<file path="config.mk">
export PLATFORM = sky130hd
export DESIGN_NAME = wb_stage
export DESIGN_NICKNAME = d
export VERILOG_FILES = /design/src/rtl/wb_stage_pkg.sv /design/src/rtl/wb_load_align.sv /design/src/rtl/wb_stage.sv
export SDC_FILE = /design/constraint.sdc
export NUM_CORES = 1
export LEC_CHECK = 0
export CAP_MARGIN = 20
export CORE_ASPECT_RATIO = 1.2
export CORE_MARGIN = 4
export CORE_UTILIZATION = 44
export CTS_CLUSTER_SIZE = 30
export DETAILED_ROUTE_END_ITERATION = 8
export PLACE_DENSITY_LB_ADDON = 0.15
export SKIP_LAST_GASP = 1
export SLEW_MARGIN = 0
export SYNTH_ARGS = -nofsm -noshare
export SYNTH_HDL_FRONTEND = slang
export SYNTH_HIERARCHICAL = 1
export SYNTH_SLANG_ARGS = --single-unit
</file>
<file path="constraint.sdc">
create_clock -name clk -period 3 [get_ports clk]
set_input_delay 0.6 -clock clk [delete_from_list [all_inputs] [get_ports clk]]
set_output_delay 0.6 -clock clk [all_outputs]
set_load 0.02 [all_outputs]
</file>
<file path="src/rtl/wb_stage_pkg.sv">
`default_nettype none
// ============================================================================
//  Module      : wb_stage_pkg
//  Description : Shared definitions for the MEM/WB writeback stage: load type
//                encodings, byte-enable constants and a big-endian byte pick.
//  Revision    : 1.0 - initial release
// ============================================================================
package wb_stage_pkg;

  // Load type encodings as presented on in_load_type
  typedef enum logic [2:0] {
    LT_LW   = 3'd0,
    LT_LB   = 3'd1,
    LT_LBU  = 3'd2,
    LT_LH   = 3'd3,
    LT_LHU  = 3'd4,
    LT_LWL  = 3'd5,
    LT_LWR  = 3'd6,
    LT_RSVD = 3'd7
  } load_type_e;

  localparam int unsigned WORD_W = 32;

  localparam logic [3:0] BE_ALL  = 4'b1111;
  localparam logic [3:0] BE_NONE = 4'b0000;

  // Byte at offset k of a big-endian word: offset 0 is the most significant byte
  function automatic logic [7:0] be_byte(input logic [WORD_W-1:0] w, input logic [1:0] k);
    logic [7:0] b;
    case (k)
      2'd0:    b = w[31:24];
      2'd1:    b = w[23:16];
      2'd2:    b = w[15:8];
      default: b = w[7:0];
    endcase
    return b;
  endfunction

endpackage : wb_stage_pkg
`default_nettype wire

</file>
<file path="src/rtl/wb_load_align.sv">
`default_nettype none
// ============================================================================
//  Module      : wb_load_align
//  Description : Combinational load formatter. Maps load type, low address
//                bits and the aligned memory word to register data, per-byte
//                write enables and a misalignment flag (big-endian).
//  Revision    : 1.0 - initial release
// ============================================================================
module wb_load_align
  import wb_stage_pkg::*;
(
  input  logic [2:0]        i_load_type,
  input  logic [1:0]        i_addr_lo,
  input  logic [WORD_W-1:0] i_mem_rdata,
  output logic [WORD_W-1:0] o_data,
  output logic [3:0]        o_byte_en,
  output logic              o_misaligned
);

  load_type_e w_lt;
  logic [7:0]  w_byte;
  logic [15:0] w_half;

  assign w_lt   = load_type_e'(i_load_type);
  assign w_byte = be_byte(i_mem_rdata, i_addr_lo);
  assign w_half = i_addr_lo[1] ? i_mem_rdata[15:0] : i_mem_rdata[31:16];

  // Select data, byte enables and alignment fault for each load flavour
  always_comb begin
    o_data       = i_mem_rdata;
    o_byte_en    = BE_ALL;
    o_misaligned = 1'b0;
    case (w_lt)
      LT_LB:  o_data = {{24{w_byte[7]}}, w_byte};
      LT_LBU: o_data = {24'h0, w_byte};
      LT_LH: begin
        o_data       = {{16{w_half[15]}}, w_half};
        o_misaligned = i_addr_lo[0];
      end
      LT_LHU: begin
        o_data       = {16'h0, w_half};
        o_misaligned = i_addr_lo[0];
      end
      // LWL fills the register from the top; unreached low bytes are kept
      LT_LWL: begin
        case (i_addr_lo)
          2'd0: begin o_data = i_mem_rdata;       o_byte_en = 4'b1111; end
          2'd1: begin o_data = i_mem_rdata << 8;  o_byte_en = 4'b1110; end
          2'd2: begin o_data = i_mem_rdata << 16; o_byte_en = 4'b1100; end
          default: begin o_data = i_mem_rdata << 24; o_byte_en = 4'b1000; end
        endcase
      end
      // LWR fills the register from the bottom; unreached high bytes are kept
      LT_LWR: begin
        case (i_addr_lo)
          2'd3: begin o_data = i_mem_rdata;       o_byte_en = 4'b1111; end
          2'd2: begin o_data = i_mem_rdata >> 8;  o_byte_en = 4'b0111; end
          2'd1: begin o_data = i_mem_rdata >> 16; o_byte_en = 4'b0011; end
          default: begin o_data = i_mem_rdata >> 24; o_byte_en = 4'b0001; end
        endcase
      end
      // LW and the reserved encoding share word-load behaviour
      default: o_misaligned = (i_addr_lo != 2'b00);
    endcase
    if (o_misaligned) o_byte_en = BE_NONE;
  end

endmodule : wb_load_align
`default_nettype wire

</file>
<file path="src/rtl/wb_stage.sv">
`default_nettype none
// ============================================================================
//  Module      : wb_stage
//  Description : MEM/WB pipeline register and writeback formatter. Drives the
//                register file write port and answers EX forwarding queries
//                against the instruction currently in writeback.
//  Revision    : 1.0 - initial release
// ============================================================================
module wb_stage
  import wb_stage_pkg::*;
#(
  parameter int DATA_W = 32,
  parameter int ADDR_W = 5
) (
  input  logic              clk,
  input  logic              rst,
  input  logic              stall,
  input  logic              flush,
  input  logic              in_valid,
  input  logic              in_reg_write,
  input  logic              in_mem_to_reg,
  input  logic [2:0]        in_load_type,
  input  logic [1:0]        in_addr_lo,
  input  logic [ADDR_W-1:0] in_rd_addr,
  input  logic [DATA_W-1:0] in_alu_result,
  input  logic [DATA_W-1:0] in_mem_rdata,
  input  logic [ADDR_W-1:0] q_rs_addr,
  input  logic [ADDR_W-1:0] q_rt_addr,
  output logic              RegWrite,
  output logic [ADDR_W-1:0] rd_addr,
  output logic [DATA_W-1:0] rd_in,
  output logic [3:0]        Rd_byte_w_en,
  output logic              addr_err,
  output logic              fwd_rs_hit,
  output logic              fwd_rt_hit,
  output logic [DATA_W-1:0] fwd_data,
  output logic              fwd_partial
);

  logic [DATA_W-1:0] w_ld_data;
  logic [3:0]        w_ld_be;
  logic              w_ld_mis;
  logic              w_misaligned;
  logic              w_write;
  logic [DATA_W-1:0] w_data;
  logic [3:0]        w_be;

  logic              r_reg_write;
  logic [ADDR_W-1:0] r_rd_addr;
  logic [DATA_W-1:0] r_rd_in;
  logic [3:0]        r_be;
  logic              r_addr_err;

  wb_load_align u_align (
    .i_load_type  (in_load_type),
    .i_addr_lo    (in_addr_lo),
    .i_mem_rdata  (in_mem_rdata),
    .o_data       (w_ld_data),
    .o_byte_en    (w_ld_be),
    .o_misaligned (w_ld_mis)
  );

  // Only a real load can raise an alignment fault
  assign w_misaligned = in_valid & in_mem_to_reg & w_ld_mis;
  assign w_write      = in_valid & in_reg_write & (in_rd_addr != '0) & ~w_misaligned;
  assign w_data       = in_mem_to_reg ? w_ld_data : in_alu_result;
  assign w_be         = in_mem_to_reg ? w_ld_be : BE_ALL;

  // Pipeline register: reset/flush load a bubble, stall holds, else capture MEM
  always_ff @(posedge clk) begin
    if (rst || flush) begin
      r_reg_write <= 1'b0;
      r_rd_addr   <= '0;
      r_rd_in     <= '0;
      r_be        <= BE_NONE;
      r_addr_err  <= 1'b0;
    end else if (!stall) begin
      r_reg_write <= w_write;
      r_rd_addr   <= in_valid ? in_rd_addr : '0;
      r_rd_in     <= in_valid ? w_data : '0;
      r_be        <= w_write ? w_be : BE_NONE;
      r_addr_err  <= w_misaligned;
    end
  end

  assign RegWrite     = r_reg_write;
  assign rd_addr      = r_rd_addr;
  assign rd_in        = r_rd_in;
  assign Rd_byte_w_en = r_be;
  assign addr_err     = r_addr_err;
  assign fwd_data     = r_rd_in;

  logic w_rs_match;
  logic w_rt_match;
  logic w_full;

  // Forwarding lookup against the writeback in flight; register 0 never matches
  always_comb begin
    w_rs_match  = r_reg_write & (q_rs_addr != '0) & (q_rs_addr == r_rd_addr);
    w_rt_match  = r_reg_write & (q_rt_addr != '0) & (q_rt_addr == r_rd_addr);
    w_full      = (r_be == BE_ALL);
    fwd_rs_hit  = w_rs_match & w_full;
    fwd_rt_hit  = w_rt_match & w_full;
    fwd_partial = (w_rs_match | w_rt_match) & ~w_full;
  end

endmodule : wb_stage
`default_nettype wire

</file>
### Word-level counts from Yosys, hierarchy flattened

Index checks and enable logic that the tools add are counted.

| operators by class | value |
|---|---|
| add/subtract/negate cells | 0 |
| multipliers | 0 |
| div/mod/pow operators | 0 |
| $lt $le $gt $ge | 0 |
| equality and inequality tests | 12 |
| shifts and indexed selects | 0 |
| mux-type cells | 15 |
| bitwise gates (word level) | 15 |
| reductions and logical operators | 8 |

Operators by type and width:

| kind | count |
|---|---|
| 32-bit one-hot mux with 3 select lines | 2 |
| 32-bit one-hot mux with 6 select lines | 1 |
| 32-bit two-way mux | 2 |
| 8-bit one-hot mux with 3 select lines | 1 |
| 16-bit two-way mux | 1 |
| 5-bit nonzero test | 3 |
| 1-bit bitwise AND | 12 |
| 4-bit two-way mux | 3 |
| 4-bit one-hot mux with 3 select lines | 1 |
| 5-bit == test | 2 |
| 3-bit == test (second input constant) | 3 |
| 3-bit one-hot mux with 3 select lines | 1 |
| 4-bit one-hot mux with 2 select lines | 1 |
| 3-bit by 2-bit == test with 1-bit output (second input constant) | 2 |
| 5-bit two-way mux | 1 |
| 2-bit == test (second input constant) | 2 |
| 4-bit == test (second input constant) | 1 |
| 4-bit OR reduction | 1 |
| 3-bit by 1-bit == test with 1-bit output (second input constant) | 1 |
| 2-bit by 1-bit == test with 1-bit output (second input constant) | 1 |
| 2-bit logical NOT | 1 |
| 1-bit NOT | 2 |
| 1-bit one-hot mux with 2 select lines | 1 |
| 2-bit nonzero test | 1 |
| 3 further kinds | 3 |

| word-level totals | value |
|---|---|
| bits in registers | 43 |
| bits in latches | 0 |
| memory bits (writable) | 0 |
| ROM bits | 0 |
| word-level logic and storage cells | 55 |
| memories kept | 0 |

### Logic depth before layout (Yosys ltp)

Gate-level depths: netlist (run 1).

| logic depth | value |
|---|---|
| depth after elaboration | 7 |
| mapped depth | 11 |

### Modules after synthesis

Netlist (run 1), hierarchy kept.

By module, submodules not included:

| module | times used | cells an instance | area each (sq um) | sequential area each (sq um) |
|---|---|---|---|---|
| wb_stage | 1 | 244 | 2232.1 | 860.8 |
| wb_load_align | 1 | 257 | 1735.4 | 0.0 |

### Worst setup path after synthesis (run 1)

OpenSTA, ideal clock, no wires.

| path | value |
|---|---|
| path type | input to register |
| start point | input in_addr_lo[0] |
| end point | register r_rd_in[31], in the netlist fwd_data[31] |
| arrival | 2.308 ns |
| required time | 2.872 ns |
| path slack | 0.565 ns |
| stages | 10 |
| buffers on the path | 2 |
| cell sequence | buf_6 -> mux2_4 -> mux2_2 -> mux2i_1 -> nor2_1 -> buf_6 -> a221o_1 -> mux2_2 -> a22oi_1 -> nor2_1 |

| on the way | value |
|---|---|
| longest elaborated chain between the ends | 5 |

Ends and longest elaborated chain:

| what | RTL line | text |
|---|---|---|
| start, declared | wb_stage.sv:23 | `input logic [1:0] in_addr_lo,` |
| 2-bit by 1-bit == test with 1-bit output (tied with other cells) | wb_stage_pkg.sv:30, wb_load_align.sv:46, wb_load_align.sv:55 |  |
| 32-bit one-hot mux with 3 select lines (tied with other cells) | wb_load_align.sv:55 | `case (i_addr_lo)` |
| 32-bit one-hot mux with 6 select lines (*) | wb_load_align.sv:33 | `case (w_lt)` |
| net w_ld_data[31] | wb_stage.sv:40 | `logic [DATA_W-1:0] w_ld_data;` |
| 32-bit two-way mux (*) | wb_stage.sv:66 | `assign w_data = in_mem_to_reg ? w_ld_data : in_alu_result;` |
| 32-bit two-way mux (*) | wb_stage.sv:80 | `r_rd_in <= in_valid ? w_data : '0;` |
| end signal, assigned | wb_stage.sv:80 |  |
| end, declared | wb_stage.sv:50 | `logic [DATA_W-1:0] r_rd_in;` |

The timed path passes the listed nets; every way through them passes the cells marked *.
A chain may end at the register's enable or synchronous reset.

### Worst setup path in the final report (run 1)

| path | value |
|---|---|
| start point | input q_rs_addr[3] |
| end point | output fwd_rs_hit |

| on the way | value |
|---|---|
| longest elaborated chain between the ends | 4 |

Ends and longest elaborated chain:

| what | RTL line | text |
|---|---|---|
| start, declared | wb_stage.sv:27 | `input logic [ADDR_W-1:0] q_rs_addr,` |
| 5-bit nonzero test | wb_stage.sv:99 | `w_rs_match = r_reg_write & (q_rs_addr != '0) & (q_rs_addr == r_rd_addr);` |
| 1-bit bitwise AND | wb_stage.sv:99 |  |
| 1-bit bitwise AND (*) | wb_stage.sv:99 |  |
| 1-bit bitwise AND (*) | wb_stage.sv:102 | `fwd_rs_hit = w_rs_match & w_full;` |
| end, declared | wb_stage.sv:34 | `output logic fwd_rs_hit,` |

Mark *: on every way between the ends. The rest lies on a longest branch, timed or not.

==> metrics.txt, run 1 <==
run status finished, final reports clean; CP Launch Type input port; RSZ-0062 raised after global routing no; Net Switching between 0.0005 and 0.0006 W; pwr/cell area 291 nW/um^2; top_reg_cell synth dfxtp_1; Met1 Wirelength about 5800 um; die height 112 um; Worst setup startpoint q_rs_addr[3]; filler cell count 796; die span in x 94.7 um; Clock power frac between 20% and 30%; CP max stage cell clkdlybuf4s50_1; max-cap violations 0; Post-CTS Setup Bufs 0; Leak 2.30 nW; sequential area share after synthesis between 20% and 30%; Clock Skews 0 ns; initial core utilization between 40% and 50%; CTS max path bufs 2; Worst path max stage delay 0.61 ns; IO Count roughly 170; Rows 37; 1st-pass router iterations 5; Min Clock Period, post-route about 2.8 ns; FF/Latch Area 861 um^2; WHS Path Cells 2; global-route wire length before repair ~24,000 um; overall die area 10,600 um^2; cells after synthesis between 500 and 600; cells along the critical path clkdlybuf4s50_1 -> xor2_1 -> nor3_1 -> o2111ai_1 -> nor2_1 -> clkdlybuf4s50_1; Slew Limit Headroom 44.4%; GP Congestion 1.00; Setup crit end fwd_rs_hit; Combinational Power Share slightly above 40%; Max Used Layer met4; Worst IR Drop VDD ~280 uV; total placed cells including tap cells 760; CTS sink cnt 43; Area Growth Syn to Fin 45.8%; largest fanout on the critical path 2; Distinct cells, synth 50; vias in the first global route roughly 4,700; Non-Filler Instances 768; Root Buffer clkbuf_8; Syn Nets just under 600; largest net degree at the start of global routing between 40 and 50; RR Startpoint rd_addr[4]; Min Hold Slack ~0.49 ns; number of synthesized flops with an enable pin 0; synth warn 6; layout cells sized above 1 around 16%; DP Wirelength about 12,000 um; initial DRC count slightly above 400; CTS tree yes; Mapped Area between 3000 and 4000 um^2; met3 WL post-DR about 1200 um; final instance area roughly 5800 um^2; Worst-Margin Slew between 0.8 and 0.9 ns; Critical Path RT approximately 2.4 ns; CP Capture Type primary output; number of CTS-inserted buffers 5; cells on worst reg2reg path 2; Final Hold Viols 0; WL met2 around 7500 um; vias per cell between 5 and 6; Hold WC Path Type flop to flop; final wirelength roughly 15,000 um; ys async rst share 0%; Max H-tree Level 2; # setup viols final 0; CTS Hold Bufs 0; syn avg cell area about 7.9 um^2; Placed Area roughly 5700 um^2; latest clock arrival within the worst-skew pair 0.32 ns; drt wl/cell ~20 um; flop and latch count out of synthesis 43; All-Layer GR Usage 27.6%; fin nets between 700 and 800; achievable frequency 0.351 GHz; Antenna Cells 0; detailed-route via count around 4,600; GRT overflow 0; footprint of the multi-input gates approximately 2600 um^2; CTS clk-pin slew, worst paths ~0.10 ns; Sw Share 34.2%; worst r2r dst rd_addr[4]; fin crit share around 95%; antenna-violating nets left 0; critical path type input port to primary output; initial antenna violation count 0; core area between 8000 and 9000 um^2; sequential share of power approximately 35%; CP Data Arrival Time ~2.3 ns; Pint roughly 0.0011 W; Max Slew Vio Count 0; cell mode on critical path clkdlybuf4s50_1; # port buffers about 170; Reg2Reg Setup Slack between 2 and 2.5 ns; post-route DRC violation count 0
-- layout make-up --
| type | instances | area share [%] |
|---|---|---|
| clock buffer | 5 | 1.19 |
| clock inverter | 3 | 0.411 |
| sequential | 43 | 14.9 |
| multi-input combinational | 367 | 44.7 |
| tap | 117 | 2.53 |
| timing repair buffer | 217 | 35.3 |
| inverter | 16 | 1.04 |
-- flip-flops by register name (all words and copies together), names as in the netlist --
register      cells
Rd_byte_w_en      4
fwd_data         32
RegWrite          1
rd_addr           5
addr_err          1
-- cells in the mapped netlist (all sizes together) (2+ instances only) --
master   count  area (um^2)
buf         62          415
nor2        60          241
dfxtp       43          861
a22oi       40          300
mux2        38          435
nand2       31          116
o21ai       26          130
a21oi       25          125
a211oi      19          143
mux2i       19          190
inv         16         60.1
o22ai       15         93.8
clkbuf      13         48.8
a221o       10          100
a222oi       7         70.1
nor2b        7         43.8
a21o         6         45.0
nor3         6         30.0
xor2         6         52.6
nand2b       5         31.3
a211o        4         35.0
mux4         4         90.1
o22a         4         35.0
a32oi        3         26.3
and2         3         18.8
o2111ai      3         26.3
or2          3         18.8
a21boi       2         15.0
nor4         2         12.5
o211a        2         20.0
o21bai       2         18.8
o221ai       2         17.5
xnor2        2         17.5
-- power by group through the flow --
stage	Combinational [W]	Clock, W	Sequential (W)
2_1_floorplan	0.000367	0	0.000620
3_3_place_gp	0.000674	0	0.000607
3_5_place_dp	0.000681	0	0.000608
4_1_cts	0.000685	0.000401	0.000594
5_1_grt	0.000742	0.000419	0.000596
6_report	0.000695	0.000392	0.000594
-- what timing repair did --
| item | in CTS | in global routing |
|---|---|---|
| gates resized for setup | 1 | 1 |
| setup endpoints to repair | 1 | 1 |
| gates cloned | 0 | 0 |
-- layer usage --
metal	up-vias	track usage, %
met3	36	5.83
met2	259	48.0
met4	0	11.1
li1	2125	-
met5	-	0
met1	2181	32.5
-- through the flow --
| step | utilization, % | TNS [ns] | total power [W] | setup slack, ns |
|---|---|---|---|---|
| 2_1_floorplan | - | 0 | 0.000987 | 0.565 |
| 3_3_place_gp | 65.4 | -0.00545 | 0.00128 | -0.00545 |
| 3_5_place_dp | 65.4 | -0.161 | 0.00129 | -0.0950 |
| 4_1_cts | 66.4 | 0 | 0.00168 | 0.103 |
| 5_1_grt | 66.5 | 0 | 0.00176 | 0.00298 |
| 6_report | 66.5 | 0 | 0.00168 | 0.154 |
-- critical path, delay by kind of cell --
family | cells | cell delay [ns]
compound gates | 1 | 0.16
simple gates | 2 | 0.31
buf+inv | 2 | 1.03
xor+xnor | 1 | 0.15
-- cells by family after synthesis --
kind of cell | count (synthesis) | synth area share, %
simple gates | 125 | 14.4
compound gates | 173 | 30.9
flops | 43 | 21.7
xor+xnor | 8 | 1.77
mux | 61 | 18.0
buf+inv | 91 | 13.2
-- worst min-delay path by stage --
stage                                from         endpoint
after floorplan           Rd_byte_w_en[2]  Rd_byte_w_en[2]
after global placement    Rd_byte_w_en[3]  Rd_byte_w_en[3]
after detailed placement  Rd_byte_w_en[3]  Rd_byte_w_en[3]
after CTS                 Rd_byte_w_en[3]  Rd_byte_w_en[3]
after global routing      Rd_byte_w_en[3]  Rd_byte_w_en[3]
final                     Rd_byte_w_en[3]  Rd_byte_w_en[3]
-- placed cells by master, fill, tap and decap left out, drive strengths merged, types with 2 or more instances in the layout --
| cell type | Yosys | layout |
|---|---|---|
| clkdlybuf4s50 | 0 | 164 |
| nor2 | 60 | 60 |
| buf | 62 | 51 |
| dfxtp | 43 | 43 |
| a22oi | 40 | 40 |
| mux2 | 38 | 38 |
| nand2 | 31 | 31 |
| o21ai | 26 | 26 |
| a21oi | 25 | 25 |
| mux2i | 19 | 19 |
| a211oi | 19 | 19 |
| inv | 16 | 17 |
| o22ai | 15 | 15 |
| a221o | 10 | 10 |
| a222oi | 7 | 7 |
| nor2b | 7 | 7 |
| nor3 | 6 | 6 |
| xor2 | 6 | 6 |
| a21o | 6 | 6 |
| clkbuf | 13 | 5 |
| nand2b | 5 | 5 |
| a211o | 4 | 4 |
| mux4 | 4 | 4 |
| o22a | 4 | 4 |
| and2 | 3 | 3 |
| o2111ai | 3 | 3 |
| or2 | 3 | 3 |
| a32oi | 3 | 3 |
| nor4 | 2 | 2 |
| xnor2 | 2 | 2 |
| a21boi | 2 | 2 |
| o211a | 2 | 2 |
| clkinvlp | 0 | 2 |
| o221ai | 2 | 2 |
| o21bai | 2 | 2 |
(Power assumes the default switching activity.)
==> run 2, diff against run 1 <==
==> constraint.sdc (replaced) <==
create_clock -name clk -period 3 [get_ports clk]
set_input_delay 0.6 -clock clk [delete_from_list [all_inputs] [get_ports clk]]
set_output_delay 0.6 -clock clk [all_outputs]
set_load 0.05 [all_outputs]
==> run 2 against run 1 <==
Net effect:
- sequential power about the same
- clock-buffer cell count unchanged
- non-clock buffer count down 13
- clock skew unchanged
- critical path depth up 2
- via count down 1.4%
- clock power up 20%
- utilization down 0.19 points
- largest cell class unchanged
- largest power group unchanged
==> metrics.txt, run 2 (same netlist as run 1, synthesis figures left out) <==
global-route wire length before repair 23,300 um (-1.1%); initial core utilization 45.6% (unchanged); max reg flops 32 (unchanged); achievable frequency 0.363 GHz (+3.3%); run status finished, final reports clean; largest fanout on the critical path 8 (+6); die height 112 um (unchanged); RR Startpoint rd_addr[0]; worst r2r dst rd_addr[0]; Min Hold Slack 0.487 ns (-0.00190 ns); GP Congestion 1.02 (+2.4%); CTS sink cnt 43 (unchanged); die span in x 94.7 um (unchanged); IO Count 169 (unchanged); WHS Path Cells 2 (unchanged); Min Clock Period, post-route 2.75 ns (-0.0922 ns); # setup viols final 0 (unchanged); fin crit share 91.8% (-3.1 points); Max Used Layer met4; max-cap violations 0 (unchanged); final core utilization 66.3% (-0.19 points); DP Wirelength 11,400 um (-2.3%); core area 8700 um^2 (unchanged); CP Launch Type input port; most frequent cells in the layout clkdlybuf4s50_1, nor2_1, dfxtp_1; Post-CTS Setup Bufs 0 (unchanged); Worst-Margin Slew 0.865 ns (+0.0309 ns); vias per cell 6.01 (+0.28%); vias in the first global route 4,435 (-5.7%); Hold WC Path Type flop to flop; Worst path depth 8 (+2); filler cell count 792 (-0.50%); largest net degree at the start of global routing 44 (unchanged); Area Growth Syn to Fin 45.4%; Antenna Cells 0 (unchanged); CP max stage cell clkdlybuf4s50_1; Met1 Wirelength 5800 um (+0.24%); layout cells sized above 1 15.2% (-1.2 points); CTS tree yes; Clock power frac 26.1% (+2.8 points); overall die area 10,600 um^2 (unchanged); Hold EP Rd_byte_w_en[3]; GRT overflow 0 (unchanged); All-Layer GR Usage 27.2% (-0.35 points); CTS Hold Bufs 0 (unchanged); Worst setup startpoint in_load_type[2]; Rows 37 (unchanged); sequential share of power 33.1% (-2.3 points); Worst path max stage delay 0.57 ns (-0.04 ns); Max H-tree Level 2 (unchanged); latest clock arrival within the worst-skew pair 0.29 ns (-0.03 ns); met3 WL post-DR 1340 um (+8.9%); Sw Share 34.3% (+0.14 points); Root Buffer clkbuf_8; Clock Skews 0 ns (unchanged); Net Switching 0.000616 W (+7.3%); initial antenna violation count 0 (unchanged); RSZ-0062 raised after global routing no; WL met2 7380 um (-2.0%); Placed Area 5650 um^2 (-0.75%); worst path buffer plus inverter count 2 (unchanged); Pint 0.00118 W (+6.6%); Slew Limit Headroom 42.3% (-2.1 points); CTS clk-pin slew, worst paths 0.09 ns (about the same); Leak 2.26 nW (-1.8%); fin nets 728 (-1.8%); post-cts resize count 0 (-1); Combinational Power Share 40.8% (-0.6 points); most common cell after layout, fill and taps aside clkdlybuf4s50_1; cells along the critical path clkdlybuf4s50_1 -> nor2b_1 -> o22ai_1 -> a222oi_1 -> inv_1 -> mux2_2 -> a22oi_1 -> nor2_1; drt wl/cell 19.6 um (+0.46%); # port buffers 168 (unchanged); initial DRC count 467 (+14%); Critical Path RT 3.16 ns (+0.76 ns); antenna-violating nets left 0 (unchanged); pwr/cell area 311 nW/um^2 (+7.1%); CP Data Arrival Time 2.91 ns (+0.66 ns); 1st-pass router iterations 7 (+2); Final Hold Viols 0 (unchanged); Max Slew Vio Count 0 (unchanged); number of CTS-inserted buffers 5 (unchanged); setup_tns 0 ns (unchanged); Reg2Reg Setup Slack 2.23 ns (+0.02 ns); Hold Startpoint Rd_byte_w_en[3]; final instance area 5770 um^2 (-0.28%); CTS max path bufs 2 (unchanged); critical path type input port to flop; final wirelength 14,800 um (-1.2%); cells on worst reg2reg path 2 (unchanged); post-route DRC violation count 0 (unchanged); detailed-route via count 4,536 (-1.4%); CP Capture Type flop; CP top delay family compound AO/OA/AOI/OAI gates; Worst IR Drop VDD 183 uV (-35%)
[run 2: how the worst max path moves through the flow]
stage                   to
2_1_floorplan  fwd_partial
6_report       fwd_data[6]
3_3_place_gp   fwd_data[6]
4_1_cts        fwd_data[6]
5_1_grt        fwd_data[3]
3_5_place_dp   fwd_data[6]
[run 2: power groups by stage]
stage	logic, W	registers (W)	clock network, W
floorplan	0.000389	0.000647	0
global placement	0.000712	0.000607	0
detailed placement	0.000719	0.000607	0
CTS	0.000723	0.000594	0.000477
global route	0.000780	0.000596	0.000496
finish	0.000733	0.000594	0.000469
[run 2: stage by stage]
stage          std cells  worst slack, ns  total power [W]
6_report             755            0.246          0.00180
5_1_grt              755           0.0467          0.00187
4_1_cts              755            0.202          0.00179
3_5_place_dp         747           -0.103          0.00133
3_3_place_gp         747          -0.0311          0.00132
2_1_floorplan        501           0.0679          0.00104
[run 2: area by class of cell]
class                   count  area, um^2  share of cell area, %
multi-input cells         367        2590                   44.9
repair buffers            204        2000                   34.6
clock inverters             3        43.8                  0.759
well taps                 117         146                   2.54
clock buffers               5        68.8                   1.19
inverters                  16        60.1                   1.04
flip-flops and latches     43         861                   14.9
[run 2: per-layer routing]
layer	global-route usage, %	vias to the layer above
li1	-	2104
met2	47.6	264
met4	7.12	0
met3	5.70	28
met5	0	-
met1	33.6	2140
[run 2: worst register-to-register path, cell delays in order, from the launching register on]
cell,delay (ns)
dfxtp_1,0.37
a22oi_1,0.21
nor2_1,0.05
==> run 3, diff against run 2 <==
--- a/config.mk
+++ b/config.mk
@@ -13,7 +13,7 @@
 export DETAILED_ROUTE_END_ITERATION = 8
 export PLACE_DENSITY_LB_ADDON = 0.15
 export SKIP_LAST_GASP = 1
-export SLEW_MARGIN = 0
+export SLEW_MARGIN = 20
 export SYNTH_ARGS = -nofsm -noshare
 export SYNTH_HDL_FRONTEND = slang
 export SYNTH_HIERARCHICAL = 1
==> constraint.sdc (replaced) <==
create_clock -name clk -period 3 [get_ports clk]
set_input_delay 0.6 -clock clk [delete_from_list [all_inputs] [get_ports clk]]
set_output_delay 0.6 -clock clk [all_outputs]
set_load 0.01 [all_outputs]
==> run 3 against run 2 <==
Net effect:
- global-route usage rose by 0.41 points
- via count rose by 0.93%
- clock-buffer cell count rose by 1
- final cell count did not move
- clock skew did not move
- maximum frequency fell by 1.2%
- first-iteration DRC count fell by 20%
- combinational power fell by 9.3%
- largest cell class unchanged
- largest power group unchanged
==> metrics.txt, run 3 (same netlist as run 1, synthesis figures left out) <==
run status finished, final reports clean; WHS Path Cells 2 (unchanged); Clock power frac 22.9% (-3.2 points); Reg2Reg Setup Slack 2.24 ns (about the same); Final Hold Viols 0 (unchanged); Sw Share 33.2% (-1.1 points); CTS sink cnt 43 (unchanged); footprint of the multi-input gates 2600 um^2 (+0.19%); fin crit share 92.9% (+1.1 points); vias per cell 6.06 (+0.93%); number of CTS-inserted buffers 5 (unchanged); detailed-route via count 4,578 (+0.93%); DP Wirelength 11,400 um (about the same); max reg flops 32 (unchanged); achievable frequency 0.359 GHz (-1.2%); # setup viols final 0 (unchanged); Worst setup startpoint in_load_type[0]; 1st-pass router iterations 8 (+1); cells on worst reg2reg path 2 (unchanged); Min Hold Slack 0.479 ns (-0.00793 ns); max-cap violations 0 (unchanged); GP Congestion 0.971 (-5.2%); Root Buffer clkbuf_8; most common cell after layout, fill and taps aside clkdlybuf4s50_1; CP Launch Type input port; initial core utilization 45.6% (unchanged); largest fanout on the critical path 9 (+1); FF/Latch Area 861 um^2 (unchanged); sequential share of power 36.4% (+3.3 points); CP Data Arrival Time 2.94 ns (+0.03 ns); critical path type input port to flop; CTS clk-pin slew, worst paths 0.08 ns (about the same); Hold WC Path Type flop to flop; Antenna Cells 0 (unchanged); Pint 0.00109 W (-7.5%); Net Switching 0.000542 W (-12%); GRT overflow 0 (unchanged); latest clock arrival within the worst-skew pair 0.30 ns (about the same); CP Capture Type flop; RSZ-0062 raised after global routing no; vias in the first global route 4,531 (+2.2%); core area 8700 um^2 (unchanged); pwr/cell area 286 nW/um^2 (-8.0%); Combinational Power Share 40.7% (about the same); setup ws final 0.212 ns (-0.0341 ns); Critical Path RT 3.16 ns (about the same); Min Clock Period, post-route 2.79 ns (+0.0341 ns); die span in x 94.7 um (unchanged); All-Layer GR Usage 27.6% (+0.41 points); Worst-Margin Slew 0.864 ns (-0.00135 ns); overall die area 10,600 um^2 (unchanged); die height 112 um (unchanged); Hold Startpoint Rd_byte_w_en[3]; Rows 37 (unchanged); initial DRC count 372 (-20%); most frequent cells in the layout clkdlybuf4s50_1, nor2_1, dfxtp_1; Leak 2.24 nW (-0.69%); largest net degree at the start of global routing 44 (unchanged); CTS max path bufs 2 (unchanged); initial antenna violation count 0 (unchanged); Slew Limit Headroom 42.4% (+0.090 points); Max H-tree Level 2 (unchanged); global-route wire length before repair 23,500 um (+1.0%); RR Startpoint rd_addr[3]; Max Slew Vio Count 0 (unchanged); CTS tree yes; Area Growth Syn to Fin 43.8%; CTS Hold Bufs 0 (unchanged); Clock Skews 0 ns (unchanged); antenna-violating nets left 0 (unchanged); # port buffers 168 (unchanged); final wirelength 14,800 um (about the same); fin nets 728 (unchanged); pre-CTS setup slack -0.142 ns (-0.0392 ns); layout cells sized above 1 14.7% (-0.47 points); drt wl/cell 19.6 um (about the same); IO Count 169 (unchanged); filler cell count 795 (+0.38%); Worst IR Drop VDD 270 uV (+47%); post-route DRC violation count 0 (unchanged)
-- run 3: cell count changes in the layout (fill, tap and decap cells not counted), sizes merged --
cell,previous run,this run
buf,41,38
clkinv,2,1
clkbuf,5,6
bufinv,1,0
dlymetal6s2s,0,1
clkinvlp,0,1
clkdlybuf4s50,163,165
-- run 3: layout make-up --
cell class / instances / share of cell area [%]
clock buffer: 6 / 1.27
inverter: 16 / 1.05
multi-input combinational: 367 / 45.5
clock inverter: 2 / 0.219
sequential: 43 / 15.1
timing repair buffer: 204 / 34.3
tap: 117 / 2.57
-- run 3: final timing paths --
path | to
max | fwd_data[6]
max reg2reg | rd_addr[3]
min | Rd_byte_w_en[3]
min reg2reg | Rd_byte_w_en[3]
-- run 3: critical path, cell delays in order --
cell             delay, ns
clkdlybuf4s50_1       0.53
buf_4                 0.23
inv_1                 0.14
o22ai_1               0.26
a222oi_1              0.61
inv_1                 0.08
mux2_2                0.27
a22oi_1               0.15
nor2_1                0.06
-- run 3: timing repair --
action | CTS | global route
pin swaps | 0 | 1
setup buffers | 0 | 0
gates resized for setup | 1 | 2
endpoints found under the setup margin | 1 | 2
-- run 3: power by group through the flow --
stage	Combinational (W)	Clock [W]	Sequential, W
2_1_floorplan	0.000360	0	0.000611
6_report	0.000665	0.000375	0.000594
3_5_place_dp	0.000650	0	0.000607
4_1_cts	0.000655	0.000386	0.000594
5_1_grt	0.000716	0.000403	0.000596
3_3_place_gp	0.000644	0	0.000607
-- run 3: metal layers --
metal	track usage, %	routed length (um)	up-vias
li1	-	-	2105
met1	34.3	5880	2189
met2	47.6	7310	244
met3	5.50	1190	40
met4	8.76	437	0
met5	0	0	-
-- run 3: stage by stage --
stage,TNS (ns),area [um^2],total power [W],utilization [%],std cells
floorplan,0,3970,0.000970,-,501
global placement,-0.101,5610,0.00125,64.4,747
detailed placement,-0.315,5610,0.00126,64.4,747
CTS,0,5700,0.00164,65.5,755
global route,0,5710,0.00172,65.6,755
finish,0,5710,0.00163,65.6,755
